===== src/rtl/sdram_arbiter.sv =====
// Access scheduler for the SDRAM command bus: owns the auto-refresh timer and
// grants the bus to the refresh, write-burst or read-burst engine.
module sdram_arbiter #(
  parameter int REF_PERIOD = 1040,
  parameter int CNT_W      = 11
) (
  input  logic       sclk,
  input  logic       rst_n,
  input  logic       init_done,
  input  logic       wr_req,
  input  logic       rd_req,
  input  logic       ref_done,
  input  logic       wr_done,
  input  logic       rd_done,
  output logic       ref_en,
  output logic       wr_en,
  output logic       rd_en,
  output logic       ref_pending,
  output logic       ref_overrun,
  output logic [4:0] state_o
);

  typedef enum logic [4:0] {
    WAIT_INIT = 5'b00001,
    ARB       = 5'b00010,
    AREF      = 5'b00100,
    WRITE     = 5'b01000,
    READ      = 5'b10000
  } state_t;

  localparam logic [CNT_W-1:0] CNT_MAX = CNT_W'(REF_PERIOD - 1);

  state_t           state;
  logic [CNT_W-1:0] ref_cnt;
  logic             last_wr;   // 1: last data grant was WRITE, 0: READ
  logic             expire;

  assign expire = (state != WAIT_INIT) && (ref_cnt == CNT_MAX);

  // Grants are single flop bits of the one-hot state register.
  assign ref_en  = state[2];
  assign wr_en   = state[3];
  assign rd_en   = state[4];
  assign state_o = state;

  always_ff @(posedge sclk or negedge rst_n) begin
    if (!rst_n) begin
      state       <= WAIT_INIT;
      ref_cnt     <= '0;
      ref_pending <= 1'b0;
      ref_overrun <= 1'b0;
      last_wr     <= 1'b0;
    end else if (!init_done) begin
      state       <= WAIT_INIT;
      ref_cnt     <= '0;
      ref_pending <= 1'b0;
    end else begin
      if (state != WAIT_INIT)
        ref_cnt <= expire ? '0 : ref_cnt + 1'b1;

      // A new expiry beats the clear from ref_done on the same edge.
      if (expire) begin
        ref_pending <= 1'b1;
        if (ref_pending)
          ref_overrun <= 1'b1;
      end else if (state == AREF && ref_done) begin
        ref_pending <= 1'b0;
      end

      unique case (state)
        WAIT_INIT: state <= ARB;
        ARB: begin
          if (ref_pending) begin
            state <= AREF;
          end else if (wr_req && (!rd_req || !last_wr)) begin
            state   <= WRITE;
            last_wr <= 1'b1;
          end else if (rd_req) begin
            state   <= READ;
            last_wr <= 1'b0;
          end
        end
        AREF:  if (ref_done) state <= ARB;
        WRITE: if (wr_done)  state <= ARB;
        READ:  if (rd_done)  state <= ARB;
        default: state <= WAIT_INIT;
      endcase
    end
  end

endmodule

===== config.mk =====
export PLATFORM = sky130hd
export DESIGN_NAME = sdram_arbiter
export DESIGN_NICKNAME = d
export VERILOG_FILES = /design/src/rtl/sdram_arbiter.sv
export SDC_FILE = /design/constraint.sdc
export NUM_CORES = 1
export LEC_CHECK = 0
export BUFFER_PORTS_ARGS = -buffer_cell sky130_fd_sc_hd__buf_4
export CELL_PAD_IN_SITES_DETAIL_PLACEMENT = 0
export CELL_PAD_IN_SITES_GLOBAL_PLACEMENT = 1
export CORE_MARGIN = 2
export CORE_UTILIZATION = 37
export CTS_CLUSTER_SIZE = 24
export DETAILED_ROUTE_END_ITERATION = 8
export PLACE_DENSITY_LB_ADDON = 0.1
export SYNTH_ARGS = -nofsm -noshare
export SYNTH_HDL_FRONTEND = slang
export SYNTH_SLANG_ARGS = --single-unit

===== constraint.sdc =====
create_clock -name sclk -period 2 [get_ports sclk]
set_input_delay 0.4 -clock sclk [delete_from_list [all_inputs] [get_ports sclk]]
set_output_delay 0.4 -clock sclk [all_outputs]
set_load 0.02 [all_outputs]

# Word-level counts from Yosys, hierarchy flattened
# Cells that the tools add are included.
# Widths: inputs -> output; s select.
classes:
  n_addsub: 1
  n_eq_ne: 13
  mux: 16
  n_bitwise: 1
  n_reduce_logical: 10
op_table:
  columns: ["op", "n"]
  rows:
  - ["$mux 5", 7]
  - ["$mux 11", 3]
  - ["$pmux 5 s5", 1]
  - ["$add 11x1->11 const B", 1]
  - ["$eq 11x11->1 const B", 1]
  - ["$ne 3x3->1 const B", 3]
  - ["$reduce_and 4->1", 2]
  - ["$eq 5x1->1 const B", 1]
  - ["$eq 5x2->1 const B", 1]
  - ["$eq 5x3->1 const B", 1]
  - ["$eq 5x4->1 const B", 1]
  - ["$eq 5x5->1 const B", 1]
  - ["$mux 1", 5]
  - ["$ne 5x1->1 const B", 1]
  - ["$ne 5x5->1 const B", 1]
  - ["$logic_and 1x1->1", 3]
  - ["$ne 3x1->1 const B", 1]
  - ["$reduce_and 3->1", 1]
  - ["$logic_not 1->1", 2]
  - ["$ne 2x1->1 const B", 1]
  - ["$reduce_bool 2->1", 1]
  - ["$logic_or 1x1->1", 1]
  - ["$not 1->1", 1]
totals:
  reg_bits: 19
  in_bits: 8
  elab_cells: 46

# Logic depth before layout (Yosys ltp)
# Gate-level depths: netlist (run 1).
depth:
  word_depth: 7
  ltp_mapped: 6
  depth_no_buf: 5

# Worst setup path after synthesis (run 1)
# Ideal clock, no wire load.
synth_path:
  kind: "register to register"
  from: "register state[4] (netlist: state_o[4])"
  to: "register state[1] (netlist: state_o[1])"
  setup_ns: 0.122
  arrival_time_ns: 1.899
  required_time_ns: 1.878
  slack_ns: -0.021
  path_stages_with_launch: 7
  cell_sequence: "dfrtp_1 buf_6 or3_1 buf_2 or3b_4 o21a_1 a32o_1"
synth_between:
  elab_chain_cells: 3
synth_lines:
  columns: ["item", "line_no", "rtl"]
  rows:
  - ["start: declaration", "33", "state_t state;"]
  - ["start signal: assignment", "48", "state <= WAIT_INIT;"]
  - ["start signal: assignment", "54", "state <= WAIT_INIT;"]
  - ["start signal: assignment", "71", "WAIT_INIT: state <= ARB;"]
  - ["$eq 5x2->1 (tied with other cells)", "70", "unique case (state)"]
  - ["$ne 5x5->1 (no line) (tied with other cells)", null, null]
  - ["$reduce_and 4->1 (no line) / $mux 5 (equally long branches)", null, null]
# Several ways; a longest one is shown, not always the timed one.
# A chain may end at the register's enable or synchronous reset.

# Worst setup path in the final report (run 1)
layout_path:
  from: "register state[3] (netlist: state_o[3])"
  to: "register ref_cnt[10]"
layout_between:
  elab_chain_cells: 5
layout_lines:
  columns: ["item", "line_no", "rtl"]
  rows:
  - ["$ne 5x1->1 *", "38, 58", null]
  - ["$logic_and 1x1->1", "38", "assign expire = (state != WAIT_INIT) && (ref_cnt == CNT_MAX);"]
  - ["$mux 11", "59", "ref_cnt <= expire ? '0 : ref_cnt + 1'b1;"]
  - ["$mux 11", "58", "if (state != WAIT_INIT)"]
  - ["$mux 11", "53", "end else if (!init_done) begin"]
  - ["end signal: assignment", "59", null]
  - ["end: declaration", "34", "logic [CNT_W-1:0] ref_cnt;"]
# Mark *: on every way between the ends. The rest lies on a longest branch, timed or not. The select of a mux whose other input is x is not followed.

==> flow_metrics.py, run 1 <==
metrics = {
    "placed_design": {
        "hpwl_um": 1822,
        "dp_slack_ps": 239.6,
        "port_buffers": 17,
        "gp_congestion": 0.7369,
        "place_area_um2": 1234,
        "numPlacedInstances": 160,
    },
    "detailed_routing": {
        "drt_wl_total_um": 2497,
        "ant_nets": 0,
        "vias": 903,
        "wl_per_cell_um": 15.13,
        "viasPerCell": 5.473,
        "drt_first_pass_iters": 4,
        "drc": 0,
        "drtIter0Drc": 34,
    },
    "setup_path": {
        "cp_slowest_stage_delay_ps": 470,
        "worstPathMaxFanout": 7,
        "path_class": "register to register",
        "critPathArrivalTime_ps": 2010,
        "critPathLaunchType": "register",
        "slowest_stage": "or3_2",
        "cp_common_cell": "o21ai_0",
        "crit_chain": "buf_4 -> or3_2 -> o21ai_0 -> o21ai_0 -> a21oi_1",
        "endpoint_kind": "register",
        "required_ps": 2230,
    },
    "clock_network": {
        "clock_sinks": 19,
        "clkTransAtPathRegs_ps": 120,
        "tritoncts.num_buffers": 3,
        "postCtsSetupRepairBufs": 0,
        "cts_tree": "built",
        "ctsResizeCount": 0,
        "ctsLongestPathBuffers": 2,
        "cts_root_buffer": "clkbuf_4",
        "clk_latency_ps": 300,
        "htreeDepth": 1,
    },
    "outcome": {
        "status": "finished, final reports clean",
    },
    "sta": {
        "period_share_pct": 89.02,
        "setup_viol": 0,
        "fin_skew_ps": 11.34,
        "max_freq_mhz": 561.7,
        "hold_violations": 0,
        "rsz0062_at_grt": "false",
        "finalSetupTns_ps": 0,
        "slew_headroom_pct": 66.75,
        "drv_slew": 0,
        "holdWs_ps": 365.9,
        "fin_crit_ps": 1780,
        "postLayoutSetupSlackWorst_ps": 219.7,
        "tightest_slew_ps": 491.8,
    },
    "yosys": {
        "synth_top_cell_area_share_pct": 42.01,
        "synth_area_um2": 1072,
        "yosysSeqAreaShare_pct": 44.46,
        "syn_nets": 122,
        "synthTopCellsByArea": "dfrtp_1 42%, o21ai_0 5.6%, xor2_1 4.9%",
        "syn_inst": 113,
        "synth_cell_types": 39,
        "synthArstFlopShare_pct": 100.0,
        "synth_top_area_cell": "dfrtp_1",
        "syn_area_per_cell_um2": 9.489,
        "ys_ff_latch": 19,
        "synth_ff_type": "dfrtp_1",
        "synth_edf_count": 0,
        "ys_warn_count": 0,
    },
    "global_routing": {
        "track_usage_pct": 16.74,
        "grt_max_degree": 20,
        "grt_pass1_vias": 932,
        "antenna_found_initial": 0,
        "grt_overflow": 0,
        "grt_pass1_wl_um": 4353,
    },
    "final_layout": {
        "ff_latch_area_um2": 478.0,
        "drive_above_1_share_pct": 23.88,
        "fin_area_um2": 1271,
        "num_antenna_cells": 0,
        "nFillCells": 287,
        "layout_common_cells": "22 x buf_4, 17 x dfrtp_1, 12 x o21ai_0",
        "layout.nets": 144,
        "final_cells": 165,
        "syn_to_final_growth_pct": 18.55,
        "multi_input_area_um2": 548.0,
        "final_common_cell": "buf_4",
        "fin_util_pct": 46.10,
    },
    "pwr": {
        "total_power_mw": 0.8335,
        "ir_worst_vdd_v": 0.0003759,
        "p_leak_nw": 0.5720,
        "powerDensity_nw_per_um2": 655.7,
    },
    "floorplanning": {
        "num_rows": 19,
        "die_height_um": 57.84,
        "dieArea_um2": 3345,
        "num_io_pins": 18,
        "fp.dieW_um": 57.84,
        "core_um2": 2758,
        "start_util_pct": 38.88,
    },
    "flow_run": {
        "cap_violations": 0,
    },
    "hold_path": {
        "min_path_type": "input pin to register",
    },
}
[power by group]
group / internal (mW) / switching, mW / total, mW
sequential: 0.415 / 0.0324 / 0.448
clock: 0.0744 / 0.123 / 0.197
combinational: 0.0822 / 0.107 / 0.189
total: 0.572 / 0.262 / 0.834
[sequential cells by signal (all words and copies together), names as in the netlist]
| register | cells |
|---|---|
| last_wr | 1 |
| ref_cnt | 11 |
| ref_overrun | 1 |
| ref_pending | 1 |
| state_o | 5 |
[layer usage]
layer / vias up / wire length, um / GRT usage [%]
li1: 450 / - / -
met1: 433 / 1257 / 23.97
met2: 18 / 1123 / 25.65
met3: 2 / 97 / 2.679
met4: 0 / 19 / 5.980
met5: - / 0 / 0
[kinds of logic (layout without fill, tap and decap cells)]
group | count (synthesis) | after routing | share of synthesized area (%)
and+or+nand+nor | 48 | 48 | 25.67
AOI/OAI and AO/OA | 31 | 31 | 18.55
DFF | 19 | 19 | 44.46
xor gates and xnor gates | 7 | 7 | 5.718
buffers and inverters | 7 | 28 | 4.434
adders and majority gates | 1 | 1 | 1.167
[final timing paths]
path	depth (start not counted)	slack, ps	to	from
worst min register to register	1	490	ref_overrun$_DFFE_PN0P_	ref_overrun$_DFFE_PN0P_
max in group asynchronous	2	1240	state_o[0]$_DFFE_PN1P_	rst_n
worst max register to register	5	220	ref_cnt[10]$_DFFE_PN0P_	state_o[3]$_DFFE_PN0P_
worst min-delay path	2	370	state_o[0]$_DFFE_PN1P_	init_done
worst max-delay path	5	220	ref_cnt[10]$_DFFE_PN0P_	state_o[3]$_DFFE_PN0P_
min in group asynchronous	2	500	ref_cnt[8]$_DFFE_PN0P_	rst_n
[worst max-delay path, delay by kind of cell (launching register included)]
kind / cells / cell delay, ps
compound gates: 3 / 610
simple gates: 1 / 470
flops: 1 / 460
buf+inv: 1 / 170
[timing repair]
item / 4_1_cts / 5_1_grt
endpoints found under the setup margin: 0 / 0
hold endpoints to repair: 18 / 0
hold buffers: 1 / 0
[final cells by class]
cell class	instances	share of cell area, %
multi-input cells	87	43.11
clock inverters	1	0.3937
repair buffers	23	13.78
well taps	31	3.051
clock buffers	3	1.772
flip-flops and latches	19	37.60
inverters	1	0.2953
[Yosys cell counts (3+ instances only)]
cell type	number
buf_4	3
o21ai_0	12
or3_1	4
xor2_1	6
dfrtp_1	18
a21boi_0	3
o211ai_1	4
o21a_1	3
nand2_1	9
nor2_1	9
and2_1	5
No activity file was read; power rests on OpenSTA's default activity.
==> inputs of run 2 (changes only) <==
--- a/config.mk
+++ b/config.mk
@@ -13,6 +13,7 @@
 export CTS_CLUSTER_SIZE = 24
 export DETAILED_ROUTE_END_ITERATION = 8
 export PLACE_DENSITY_LB_ADDON = 0.1
+export REMOVE_ABC_BUFFERS = 1
 export SYNTH_ARGS = -nofsm -noshare
 export SYNTH_HDL_FRONTEND = slang
 export SYNTH_SLANG_ARGS = --single-unit
==> flow_metrics.py, run 2 (same netlist as run 1, synthesis figures left out) <==
metrics = {
    "placed_design": {
        "dp_slack_ps": 270.8,
        "hpwl_um": 1688,
        "gp_congestion": 0.7316,
        "place_area_um2": 1232,
        "port_buffers": 17,
    },
    "detailed_routing": {
        "ant_nets": 0,
        "drtIter0Drc": 18,
        "vias": 871,
        "drt_first_pass_iters": 4,
        "wl_per_cell_um": 13.74,
        "drt_wl_total_um": 2267,
        "drc": 0,
        "viasPerCell": 5.279,
    },
    "floorplanning": {
        "core_um2": 2758,
        "start_util_pct": 38.88,
        "fp.dieW_um": 57.84,
        "dieArea_um2": 3345,
        "num_rows": 19,
        "die_height_um": 57.84,
        "num_io_pins": 18,
    },
    "clock_network": {
        "postCtsHoldBufs": 1,
        "htreeDepth": 1,
        "clk_latency_ps": 300,
        "clock_sinks": 19,
        "clkTransAtPathRegs_ps": 110,
        "tritoncts.num_buffers": 3,
        "cts_tree": "built",
        "ctsLongestPathBuffers": 2,
        "ctsResizeCount": 0,
        "postCtsSetupRepairBufs": 0,
        "cts_root_buffer": "clkbuf_4",
    },
    "setup_path": {
        "worstPathMaxFanout": 6,
        "critical-path-top-delay-family": "simple AND/OR/NAND/NOR gates",
        "critPathArrivalTime_ps": 1950,
        "crit_chain": "or3_1 -> or3b_4 -> o21a_1 -> a32o_1",
        "path_class": "register to register",
        "worst_r2r_path_depth": 4,
        "crit_buf_inv": 0,
        "required_ps": 2200,
        "critical_path_depth": 4,
        "cp_slowest_stage_delay_ps": 440,
        "endpoint_kind": "register",
        "critPathLaunchType": "register",
        "slowest_stage": "dfrtp_1",
    },
    "global_routing": {
        "use_met1_pct": 19.15,
        "grt_pass1_vias": 850,
        "grt_max_degree": 20,
        "top_usage_layer": "met2",
        "grt_pass1_wl_um": 3864,
        "grt_overflow": 0,
        "track_usage_pct": 15.01,
        "antenna_found_initial": 0,
        "use_met2_pct": 25.32,
        "globalRouteMet3Util_pct": 2.455,
    },
    "sta": {
        "period_share_pct": 87.48,
        "max_freq_mhz": 571.6,
        "setup_viol": 0,
        "tightest_slew_ps": 465.9,
        "hold_violations": 0,
        "drv_slew": 0,
        "holdWs_ps": 377.4,
        "rsz0062_at_grt": "false",
        "slew_headroom_pct": 68.65,
        "fin_crit_ps": 1750,
        "fin_skew_ps": 5.651,
        "postLayoutSetupSlackWorst_ps": 250.5,
    },
    "final_layout": {
        "fin_area_um2": 1269,
        "top_register": "ref_cnt",
        "final_common_cell": "buf_4",
        "layout_common_cells": "22 x buf_4, 18 x dfrtp_1, 12 x o21ai_0",
        "syn_to_final_growth_pct": 18.32,
        "drive_above_1_share_pct": 22.39,
        "num_antenna_cells": 0,
        "layout.nets": 144,
        "fin_util_pct": 46.01,
        "nFillCells": 277,
        "largest_reg_flops": 11,
    },
    "hold_path": {
        "worstHoldPathCells": 3,
        "min_path_type": "input pin to register",
    },
    "pwr": {
        "powerDensity_nw_per_um2": 652.8,
        "total_power_mw": 0.8283,
        "p_leak_nw": 0.5710,
        "ir_worst_vdd_v": 0.0003334,
    },
    "outcome": {
        "status": "finished, final reports clean",
    },
    "flow_run": {
        "cap_violations": 0,
    },
}
[run 2: worst reg2reg max path: stages (launching register included)]
cell and delay [ps]:
dfrtp_1 440, or3_1 340, or3b_4 430, o21a_1 190
a32o_1 240
[run 2: per-stage QoR]
step / cells / TNS, ps
final: 165 / 0
after global routing: 165 / 0
after CTS: 165 / 0
after detailed placement: 160 / 0
after global placement: 160 / 0
after floorplan: 107 / -19.71
[run 2: area by class of cell]
type | count | area [um^2] | share of cell area (%)
Sequential cell | 19 | 476.7 | 37.57
Inverter | 1 | 3.754 | 0.2959
Timing Repair Buffer | 23 | 175.2 | 13.81
Clock buffer | 4 | 26.28 | 2.071
Tap cell | 31 | 38.79 | 3.057
Multi-Input combinational cell | 87 | 548.0 | 43.20
[run 2: final timing paths]
check | start | slack, ps | end
max | state_o[3]$_DFFE_PN0P_ | 250 | state_o[1]$_DFFE_PN0P_
min | wr_req | 380 | last_wr$_DFFE_PN0P_
max reg2reg | state_o[3]$_DFFE_PN0P_ | 250 | state_o[1]$_DFFE_PN0P_
min reg2reg | ref_overrun$_DFFE_PN0P_ | 480 | ref_overrun$_DFFE_PN0P_
max in group asynchronous | rst_n | 1230 | state_o[0]$_DFFE_PN1P_
min in group asynchronous | rst_n | 500 | ref_cnt[9]$_DFFE_PN0P_
[run 2: per-layer routing]
metal | vias up | wire length [um]
met1 | 406 | 1085
met3 | 2 | 76
li1 | 452 | -
met4 | 0 | 17
met5 | - | 0
met2 | 11 | 1088
[run 2: power breakdown]
group / internal (mW) / total (mW) / switching (mW) / leakage, nW
clock network: 0.0776 / 0.199 / 0.121 / 0.0150
registers: 0.415 / 0.445 / 0.0297 / 0.258
logic: 0.0820 / 0.184 / 0.102 / 0.298
==> inputs of run 3 (changes only) <==
--- a/config.mk
+++ b/config.mk
@@ -5,7 +5,7 @@
 export SDC_FILE = /design/constraint.sdc
 export NUM_CORES = 1
 export LEC_CHECK = 0
-export BUFFER_PORTS_ARGS = -buffer_cell sky130_fd_sc_hd__buf_4
+export BUFFER_PORTS_ARGS = -buffer_cell sky130_fd_sc_hd__clkbuf_2
 export CELL_PAD_IN_SITES_DETAIL_PLACEMENT = 0
 export CELL_PAD_IN_SITES_GLOBAL_PLACEMENT = 1
 export CORE_MARGIN = 2
==> flow_metrics.py, run 3 (same netlist as run 1, synthesis figures left out) <==
metrics = {
    "outcome": {
        "status": "finished, final reports clean",
    },
    "clock_network": {
        "cts_tree": "built",
        "ctsLongestPathBuffers": 2,
        "htreeDepth": 1,
        "clk_latency_ps": 300,
        "postCtsSetupRepairBufs": 0,
        "clkTransAtPathRegs_ps": 130,
        "clock_sinks": 19,
        "ctsResizeCount": 0,
        "cts_root_buffer": "clkbuf_4",
        "tritoncts.num_buffers": 3,
        "postCtsHoldBufs": 0,
    },
    "setup_path": {
        "endpoint_kind": "register",
        "crit_chain": "or3_1 -> or3b_4 -> o21a_1 -> a32o_1",
        "critPathArrivalTime_ps": 1950,
        "critPathLaunchType": "register",
        "worstPathMaxFanout": 6,
        "slowest_stage": "dfrtp_1",
        "r2r_start": "state_o[3]$_DFFE_PN0P_",
        "cp_slowest_stage_delay_ps": 450,
        "required_ps": 2200,
        "endpoint": "state_o[1]$_DFFE_PN0P_",
        "path_class": "register to register",
        "reg2reg_slack_ps": 250,
        "crit_start": "state_o[3]$_DFFE_PN0P_",
        "worstReg2RegEnd": "state_o[1]$_DFFE_PN0P_",
        "worst_r2r_path_depth": 4,
    },
    "placed_design": {
        "port_buffers": 17,
        "hpwl_um": 1735,
        "place_area_um2": 1197,
        "gp_congestion": 0.7165,
    },
    "floorplanning": {
        "die_height_um": 57.84,
        "num_rows": 19,
        "dieArea_um2": 3345,
        "start_util_pct": 38.88,
        "num_io_pins": 18,
        "core_um2": 2758,
        "fp.dieW_um": 57.84,
    },
    "final_layout": {
        "syn_to_final_growth_pct": 14.12,
        "nFillCells": 274,
        "drive_above_1_share_pct": 23.13,
        "final_common_cell": "dfrtp_1",
        "num_antenna_cells": 0,
        "layout_common_cells": "18 x dfrtp_1, 17 x clkbuf_2, 12 x o21ai_0",
        "fin_area_um2": 1224,
        "top_register": "ref_cnt",
        "largest_reg_flops": 11,
        "layout.nets": 144,
    },
    "pwr": {
        "powerDensity_nw_per_um2": 678.5,
        "ir_worst_vdd_v": 0.0003955,
        "p_leak_nw": 0.5593,
    },
    "sta": {
        "drv_slew": 0,
        "tightest_slew_ps": 502.1,
        "setup_viol": 0,
        "period_share_pct": 87.61,
        "fin_crit_ps": 1752,
        "max_freq_mhz": 570.7,
        "slew_headroom_pct": 66.53,
        "fin_skew_ps": 9.921,
        "finalSetupTns_ps": 0,
        "hold_violations": 0,
        "rsz0062_at_grt": "false",
    },
    "global_routing": {
        "track_usage_pct": 15.11,
        "grt_pass1_vias": 848,
        "grt_overflow": 0,
        "grt_pass1_wl_um": 3898,
        "grt_max_degree": 20,
        "antenna_found_initial": 0,
    },
    "flow_run": {
        "cap_violations": 0,
    },
    "detailed_routing": {
        "wl_per_cell_um": 13.92,
        "vias": 875,
        "drc": 0,
        "drt_first_pass_iters": 4,
        "viasPerCell": 5.303,
        "drt_wl_total_um": 2297,
        "drtIter0Drc": 31,
        "ant_nets": 0,
    },
    "hold_path": {
        "min_path_type": "input pin to asynchronous set/reset pin",
    },
}
==> run 3: worst max-delay path, delay by kind of cell (launching register included) <==
| family | cells | cell delay (ps) |
|---|---|---|
| simple gates | 2 | 760 |
| compound gates | 2 | 430 |
| flops | 1 | 450 |
==> run 3: final cells by class <==
cell class | instances | area (um^2) | share of cell area, %
repair buffers | 23 | 130.1 | 10.63
inverters | 1 | 3.754 | 0.3067
multi-input cells | 87 | 548.0 | 44.79
clock buffers | 4 | 26.28 | 2.147
well taps | 31 | 38.79 | 3.170
flip-flops and latches | 19 | 476.7 | 38.96
==> run 3: power by group <==
part	switching, mW	internal, mW
Clock	0.131	0.0777
Combinational	0.101	0.0726
Sequential	0.0329	0.415
==> run 3: worst min-delay path by stage <==
| stage | endpoint | slack (ps) |
|---|---|---|
| 2_1_floorplan | last_wr$_DFFE_PN0P_ | 100 |
| 6_report | ref_cnt[10]$_DFFE_PN0P_ | 30 |
| 3_3_place_gp | ref_cnt[10]$_DFFE_PN0P_ | 390 |
| 5_1_grt | ref_cnt[2]$_DFFE_PN0P_ | 70 |
| 4_1_cts | ref_cnt[10]$_DFFE_PN0P_ | 50 |
| 3_5_place_dp | ref_cnt[10]$_DFFE_PN0P_ | 390 |
==> run 3: routing by layer <==
metal	global-route usage (%)	wire length [um]	vias to the layer above
li1	-	-	456
met1	19.75	1117	402
met2	25.32	1092	15
met3	2.679	70	2
met4	4.983	17	0
met5	0	0	-
==> run 3: per-stage QoR <==
| stage | util (%) | instances | hold slack, ps | total power [mW] | worst slack [ps] |
|---|---|---|---|---|---|
| finish | 44.37 | 165 | 32.09 | 0.8303 | 247.8 |
| global placement | 43.42 | 161 | 388.9 | 0.6288 | 295.6 |
| detailed placement | 43.42 | 161 | 388.8 | 0.6309 | 275.2 |
| global route | 44.37 | 165 | 74.00 | 0.8778 | 125.8 |
| CTS | 44.37 | 165 | 46.85 | 0.8364 | 252.3 |
| floorplan | - | 107 | 104.4 | 0.5523 | -19.71 |
